===== src/rtl/escalonador_pedidos_if.sv =====
// escalonador_pedidos_if: request/leg bus between request logic, scheduler and uc_movimento
interface escalonador_pedidos_if #(
    parameter int W     = 2,
    parameter int DEPTH = 4
);
    logic                    limpar;
    logic                    novo_pedido;
    logic [W-1:0]            pedido_origem;
    logic [W-1:0]            pedido_destino;
    logic [W-1:0]            andar_atual;
    logic                    shift;
    logic                    tem_destino;
    logic [W-1:0]            destino_atual;
    logic                    eh_origem;
    logic                    sobe;
    logic                    chegou_destino;
    logic                    atende_local;
    logic                    pedido_rejeitado;
    logic                    cheia;
    logic                    vazia;
    logic [$clog2(DEPTH):0]  ocupacao;

    modport master (
        output limpar, novo_pedido, pedido_origem, pedido_destino, andar_atual, shift,
        input  tem_destino, destino_atual, eh_origem, sobe, chegou_destino, atende_local,
               pedido_rejeitado, cheia, vazia, ocupacao
    );

    modport slave (
        input  limpar, novo_pedido, pedido_origem, pedido_destino, andar_atual, shift,
        output tem_destino, destino_atual, eh_origem, sobe, chegou_destino, atende_local,
               pedido_rejeitado, cheia, vazia, ocupacao
    );
endinterface


===== src/rtl/escalonador_pedidos.sv =====
// escalonador_pedidos: queues origem->destino requests and serves them one leg at a time
module escalonador_pedidos #(
    parameter int N_ANDARES = 4,
    parameter int W         = 2,
    parameter int DEPTH     = 4
) (
    input  logic                  i_clk,
    input  logic                  i_rst_n,
    escalonador_pedidos_if.slave  bus
);
    localparam int AW = $clog2(DEPTH);

    typedef enum logic [1:0] {OCIOSO, CARREGA_ORIG, CARREGA_DEST, SERVE} estado_t;

    estado_t          r_state;
    estado_t          w_next;
    logic [2*W-1:0]   r_mem [DEPTH];
    logic [AW-1:0]    r_wr;
    logic [AW-1:0]    r_rd;
    logic [AW:0]      r_count;
    logic [W-1:0]     r_destino;
    logic             r_eh_origem;
    logic             r_atende;
    logic             r_rejeitado;
    logic [W-1:0]     w_head_orig;
    logic [W-1:0]     w_head_dest;
    logic             w_cheia;
    logic             w_vazia;
    logic             w_valido;
    logic             w_push;
    logic             w_pop;
    logic             w_load_orig;
    logic             w_load_dest;
    logic             w_local;
    logic             w_tem;

    assign {w_head_orig, w_head_dest} = r_mem[r_rd];
    assign w_cheia  = r_count == (AW+1)'(DEPTH);
    assign w_vazia  = r_count == '0;
    assign w_valido = (bus.pedido_origem != bus.pedido_destino)
                   && (32'(bus.pedido_origem) < 32'(N_ANDARES))
                   && (32'(bus.pedido_destino) < 32'(N_ANDARES));
    // a full FIFO still accepts a request when the head leaves in the same cycle
    assign w_push   = bus.novo_pedido && !bus.limpar && w_valido && (!w_cheia || w_pop);
    assign w_tem    = r_state == SERVE;

    // leg sequencing: the head is only popped once its destino leg completes
    always_comb begin
        w_next      = r_state;
        w_pop       = 1'b0;
        w_load_orig = 1'b0;
        w_load_dest = 1'b0;
        w_local     = 1'b0;
        if (bus.limpar) begin
            w_next = OCIOSO;
        end else begin
            case (r_state)
                OCIOSO:       w_next = w_vazia ? OCIOSO : CARREGA_ORIG;
                CARREGA_ORIG: begin
                    w_load_orig = 1'b1;
                    w_local     = w_head_orig == bus.andar_atual;
                    w_next      = w_local ? CARREGA_DEST : SERVE;
                end
                CARREGA_DEST: begin
                    w_load_dest = 1'b1;
                    w_local     = w_head_dest == bus.andar_atual;
                    w_pop       = w_local;
                    w_next      = w_local ? OCIOSO : SERVE;
                end
                default: if (bus.shift) begin
                    w_pop  = !r_eh_origem;
                    w_next = r_eh_origem ? CARREGA_DEST : OCIOSO;
                end
            endcase
        end
    end

    // state register
    always_ff @(posedge i_clk or negedge i_rst_n) begin
        if (!i_rst_n) r_state <= OCIOSO;
        else          r_state <= w_next;
    end

    // FIFO pointers and occupancy; limpar discards everything queued
    always_ff @(posedge i_clk or negedge i_rst_n) begin
        if (!i_rst_n) begin
            r_wr    <= '0;
            r_rd    <= '0;
            r_count <= '0;
        end else if (bus.limpar) begin
            r_wr    <= '0;
            r_rd    <= '0;
            r_count <= '0;
        end else begin
            r_wr    <= w_push ? r_wr + AW'(1) : r_wr;
            r_rd    <= w_pop ? r_rd + AW'(1) : r_rd;
            r_count <= r_count + (AW+1)'(w_push) - (AW+1)'(w_pop);
        end
    end

    // FIFO storage needs no reset: contents are qualified by occupancy
    always_ff @(posedge i_clk) begin
        if (w_push) r_mem[r_wr] <= {bus.pedido_origem, bus.pedido_destino};
    end

    // current leg registers and one-cycle status pulses
    always_ff @(posedge i_clk or negedge i_rst_n) begin
        if (!i_rst_n) begin
            r_destino   <= '0;
            r_eh_origem <= 1'b0;
            r_atende    <= 1'b0;
            r_rejeitado <= 1'b0;
        end else begin
            r_destino   <= w_load_orig ? w_head_orig : w_load_dest ? w_head_dest : bus.limpar ? '0 : r_destino;
            r_eh_origem <= w_load_orig ? 1'b1 : (w_load_dest || bus.limpar) ? 1'b0 : r_eh_origem;
            r_atende    <= w_local;
            r_rejeitado <= bus.novo_pedido && !bus.limpar && !w_push;
        end
    end

    assign bus.tem_destino      = w_tem;
    assign bus.destino_atual    = r_destino;
    assign bus.eh_origem        = r_eh_origem;
    assign bus.sobe             = w_tem && (r_destino > bus.andar_atual);
    assign bus.chegou_destino   = w_tem && (r_destino == bus.andar_atual);
    assign bus.atende_local     = r_atende;
    assign bus.pedido_rejeitado = r_rejeitado;
    assign bus.cheia            = w_cheia;
    assign bus.vazia            = w_vazia;
    assign bus.ocupacao         = r_count;
endmodule


===== src/flat_wrapper.sv =====
// flat-port wrapper written by rule: the top's interface ports become plain ports
module escalonador_pedidos_flat 
#(
    parameter int N_ANDARES = 4,
    parameter int W         = 2,
    parameter int DEPTH     = 4
)
  (i_clk, i_rst_n, bus_limpar, bus_novo_pedido, bus_pedido_origem, bus_pedido_destino, bus_andar_atual, bus_shift, bus_tem_destino, bus_destino_atual, bus_eh_origem, bus_sobe, bus_chegou_destino, bus_atende_local, bus_pedido_rejeitado, bus_cheia, bus_vazia, bus_ocupacao);
  escalonador_pedidos_if #(.W(W), .DEPTH(DEPTH)) bus_i ();
  input  logic i_clk;
  input  logic i_rst_n;
  input wire logic [$bits(bus_i.limpar)-1:0] bus_limpar;
  input wire logic [$bits(bus_i.novo_pedido)-1:0] bus_novo_pedido;
  input wire logic [$bits(bus_i.pedido_origem)-1:0] bus_pedido_origem;
  input wire logic [$bits(bus_i.pedido_destino)-1:0] bus_pedido_destino;
  input wire logic [$bits(bus_i.andar_atual)-1:0] bus_andar_atual;
  input wire logic [$bits(bus_i.shift)-1:0] bus_shift;
  output wire logic [$bits(bus_i.tem_destino)-1:0] bus_tem_destino;
  output wire logic [$bits(bus_i.destino_atual)-1:0] bus_destino_atual;
  output wire logic [$bits(bus_i.eh_origem)-1:0] bus_eh_origem;
  output wire logic [$bits(bus_i.sobe)-1:0] bus_sobe;
  output wire logic [$bits(bus_i.chegou_destino)-1:0] bus_chegou_destino;
  output wire logic [$bits(bus_i.atende_local)-1:0] bus_atende_local;
  output wire logic [$bits(bus_i.pedido_rejeitado)-1:0] bus_pedido_rejeitado;
  output wire logic [$bits(bus_i.cheia)-1:0] bus_cheia;
  output wire logic [$bits(bus_i.vazia)-1:0] bus_vazia;
  output wire logic [$bits(bus_i.ocupacao)-1:0] bus_ocupacao;
  assign bus_i.limpar = bus_limpar;
  assign bus_i.novo_pedido = bus_novo_pedido;
  assign bus_i.pedido_origem = bus_pedido_origem;
  assign bus_i.pedido_destino = bus_pedido_destino;
  assign bus_i.andar_atual = bus_andar_atual;
  assign bus_i.shift = bus_shift;
  assign bus_tem_destino = bus_i.tem_destino;
  assign bus_destino_atual = bus_i.destino_atual;
  assign bus_eh_origem = bus_i.eh_origem;
  assign bus_sobe = bus_i.sobe;
  assign bus_chegou_destino = bus_i.chegou_destino;
  assign bus_atende_local = bus_i.atende_local;
  assign bus_pedido_rejeitado = bus_i.pedido_rejeitado;
  assign bus_cheia = bus_i.cheia;
  assign bus_vazia = bus_i.vazia;
  assign bus_ocupacao = bus_i.ocupacao;
  escalonador_pedidos #(.N_ANDARES(N_ANDARES), .W(W), .DEPTH(DEPTH)) u_core (.i_clk(i_clk), .i_rst_n(i_rst_n), .bus(bus_i));
endmodule

===== config.mk =====
export PLATFORM = sky130hd
export DESIGN_NAME = escalonador_pedidos_flat
export DESIGN_NICKNAME = d
export VERILOG_FILES = /design/src/rtl/escalonador_pedidos_if.sv /design/src/rtl/escalonador_pedidos.sv /design/src/flat_wrapper.sv
export SDC_FILE = /design/constraint.sdc
export NUM_CORES = 1
export LEC_CHECK = 0
export BUFFER_PORTS_ARGS = -buffer_cell sky130_fd_sc_hd__buf_2
export CAP_MARGIN = 15
export CORE_ASPECT_RATIO = 0.8
export CORE_MARGIN = 2
export CORE_UTILIZATION = 50
export CTS_BUF_LIST = sky130_fd_sc_hd__clkbuf_8 sky130_fd_sc_hd__clkbuf_16
export DETAILED_ROUTE_END_ITERATION = 10
export GPL_ROUTABILITY_DRIVEN = 0
export PLACE_DENSITY = 0.76
export SETUP_SLACK_MARGIN = 0.15
export SYNTH_ARGS = -nofsm -noshare
export SYNTH_HDL_FRONTEND = slang
export SYNTH_SLANG_ARGS = --single-unit

===== constraint.sdc =====
create_clock -name i_clk -period 3.4 [get_ports i_clk]
set_clock_uncertainty 0.15 [all_clocks]
set_input_delay 0.68 -clock i_clk [delete_from_list [all_inputs] [get_ports i_clk]]
set_output_delay 0.68 -clock i_clk [all_outputs]
set_load 0.005 [all_outputs]

==> metrics <==
H-tree depth=2; RSZ-0062 raised after global routing=false; type of origin of the critical path=register; # nets final=184; clk_lat worst skew=0.29 ns; CP Cell Sequence=mux4_2 -> xnor2_2 -> and3_1 -> o21a_1 -> ha_1 -> inv_1 -> fa_1 -> xor2_1 -> xnor2_1 -> nor2_1; post-synthesis sequential area ratio=0.519; GRT Util Overall=0.198; Min-Delay Path Class=primary input to async pin; largest net degree at the start of global routing=17; final period utilization=0.901; ANT cells=0; CTS root buffer=clkbuf_8; Pins Over Slew Limit=0; Cell Count, Final, Fillers Out=201; Core ar.=3060 um^2; Final Hold Fails=0; Final ANT Viol Nets=0; Primary FF master, synth=edfxtp_1; Syn-to-layout area delta=16.8%; Post-synth EDFFs=16; Data arrival, critical path=3.08 ns; Filler Cell Count=255; critical path class=register to register; vias in the first global route=1,034; P per Cell Area=651 nW/um^2; Syn Inst Count=134; DRT iter0 DRCs=68; Async SR Flop Fraction=0.467; CP peak stage delay=0.57 ns; Max IR drop VDD=0.310 mV; number of remaining DRC errors=0; Crit. End Element=register; measured slew at the worst slew-check pin=0.322 ns; clock slew at reported path FFs=0.07 ns; cell area after synthesis=1600 um^2; CP max FO=8; via count=1,080; Die Y=54.6 um; I/O pin total=24; Clock Path Buffers=2; wire length of the first global-routing pass=4.99 mm; Leak=0.830 nW; Routed wire per std cell=15.4 um; status=finished, final reports clean; Remaining Overflow, GRT=0; setup violators final=0; Rel. slew slack=0.785; Slowest-stage cell, CP=mux4_2; Setup TNS Final=0 ns; Critical Path RT=3.42 ns; final WL=3.09 mm; Synth Register Bits=30; total power=1.22 mW; initial antenna violation count=0; drt pass-1 iters=5; post-layout util=0.610; drt via density=5.37; Initial Utilization=0.522; yosys synthesis warning count=0; WHS=0.123 ns; Synth cell types=34; num rows=18; DP HPWL=2.24 mm; final setup margin=0.337 ns; layout cells sized above 1=0.230; fmax=326 MHz; max_cap viols=0; Post CTS Setup Buffer Count=0; worst reg-to-reg setup slack=0.34 ns; CTS tree=done; design area=1870 um^2; FF/Latch Area=832 um^2; CTS Buf Count=5; DP Area=1740 um^2; area of the multi-input gates=691 um^2; syn_nets=158; Tmin final=3.06 ns; Clock Sinks=30; die area=3670 um^2; synthesized area per cell=11.9 um^2; pre-CTS setup slack=0.352 ns; IO buf count=23; Die Width=67.3 um; placed cells=193
==> routing by layer <==
metal,up-vias,track usage,routed length [um]
li1,517,-,-
met1,519,0.254,1380
met2,34,0.317,1490
met3,10,0.0494,147
met4,0,0.102,67
met5,-,0,0
==> cell usage after synthesis, drive strengths merged (3+ instances only) <==
master  instances  area share
nor2           14       0.033
a21oi           8       0.025
and2            4       0.016
mux2i           3       0.019
inv            13       0.030
edfxtp         16        0.30
xnor2           7       0.048
nand2           8       0.019
ha             12       0.094
dfrtp          14        0.22
mux4            4       0.056
==> placed cells by master (no fill, tap or decap), types with 2 or more instances in the layout <==
cell type,n
clkbuf_8,5
and3_1,2
xnor2_1,5
nand2b_1,2
xor2_1,2
inv_1,13
nand2_1,8
mux4_2,4
nor2_1,14
mux2i_1,3
dfrtp_1,13
nor2b_1,2
nand3_1,2
xnor2_2,2
bufinv_16,2
buf_2,23
nor3_1,2
o21ai_0,2
edfxtp_1,16
and2_1,4
a21oi_1,8
ha_1,12
==> critical path, delay by kind of cell (launching register included) <==
family,cells,cell delay (ns)
AOI/OAI and AO/OA,1,0.29
xor gates and xnor gates,3,0.55
adders and majority gates,2,0.57
buffers and inverters,1,0.05
DFF,1,0.44
muxes,1,0.57
and+or+nand+nor,2,0.31
==> power breakdown <==
part / internal (mW) / switching [mW]
Sequential: 0.430 / 0.0418
Combinational: 0.143 / 0.170
Clock: 0.290 / 0.143
==> kinds of logic (layout without fill, tap and decap cells) <==
logic type / count (synthesis) / after routing / synth area share
AOI/OAI and AO/OA: 17 / 17 / 0.0649
xor gates and xnor gates: 9 / 9 / 0.0586
adders and majority gates: 13 / 13 / 0.106
buffers and inverters: 17 / 44 / 0.0493
DFF: 30 / 30 / 0.519
muxes: 7 / 7 / 0.0751
and+or+nand+nor: 41 / 41 / 0.127
==> final timing paths <==
path / start / to / cells past startpoint
max: u_core.r_rd[0]$_DFFE_PN0P_ / u_core.bus.ocupacao[2]$_DFF_PN0_ / 10
min: i_rst_n / u_core.r_rd[0]$_DFFE_PN0P_ / 1
max reg2reg: u_core.r_rd[0]$_DFFE_PN0P_ / u_core.bus.ocupacao[2]$_DFF_PN0_ / 10
min reg2reg: u_core.r_state[1]$_DFFE_PN0P_ / u_core.r_state[1]$_DFFE_PN0P_ / 2
max in group asynchronous: i_rst_n / u_core.r_rd[0]$_DFFE_PN0P_ / 1
min in group i_clk: u_core.r_state[1]$_DFFE_PN0P_ / u_core.r_state[1]$_DFFE_PN0P_ / 2
==> area by class of cell <==
cell class                      count  area share
Inverter                           13      0.0261
Clock buffer                        5      0.0368
Tap cell                           40      0.0268
Multi-Input combinational cell     87       0.369
Sequential cell                    30       0.445
Timing Repair Buffer               23      0.0616
Clock inverter                      3      0.0341
==> sequential cells by signal (all words and copies together) (netlist names) <==
| signal | count |
|---|---|
| u_core.r_wr | 2 |
| u_core.bus.destino_atual | 2 |
| u_core.bus.atende_local | 1 |
| u_core.r_state | 2 |
| u_core.bus.ocupacao | 3 |
| u_core.r_rd | 2 |
| u_core.r_mem | 16 |
| u_core.bus.eh_origem | 1 |
| u_core.bus.pedido_rejeitado | 1 |
==> timing repair <==
item	4_1_cts	5_1_grt
gates resized for setup	0	1
hold buffers	0	0
setup endpoints to repair	0	1
(Power assumes the default switching activity.)
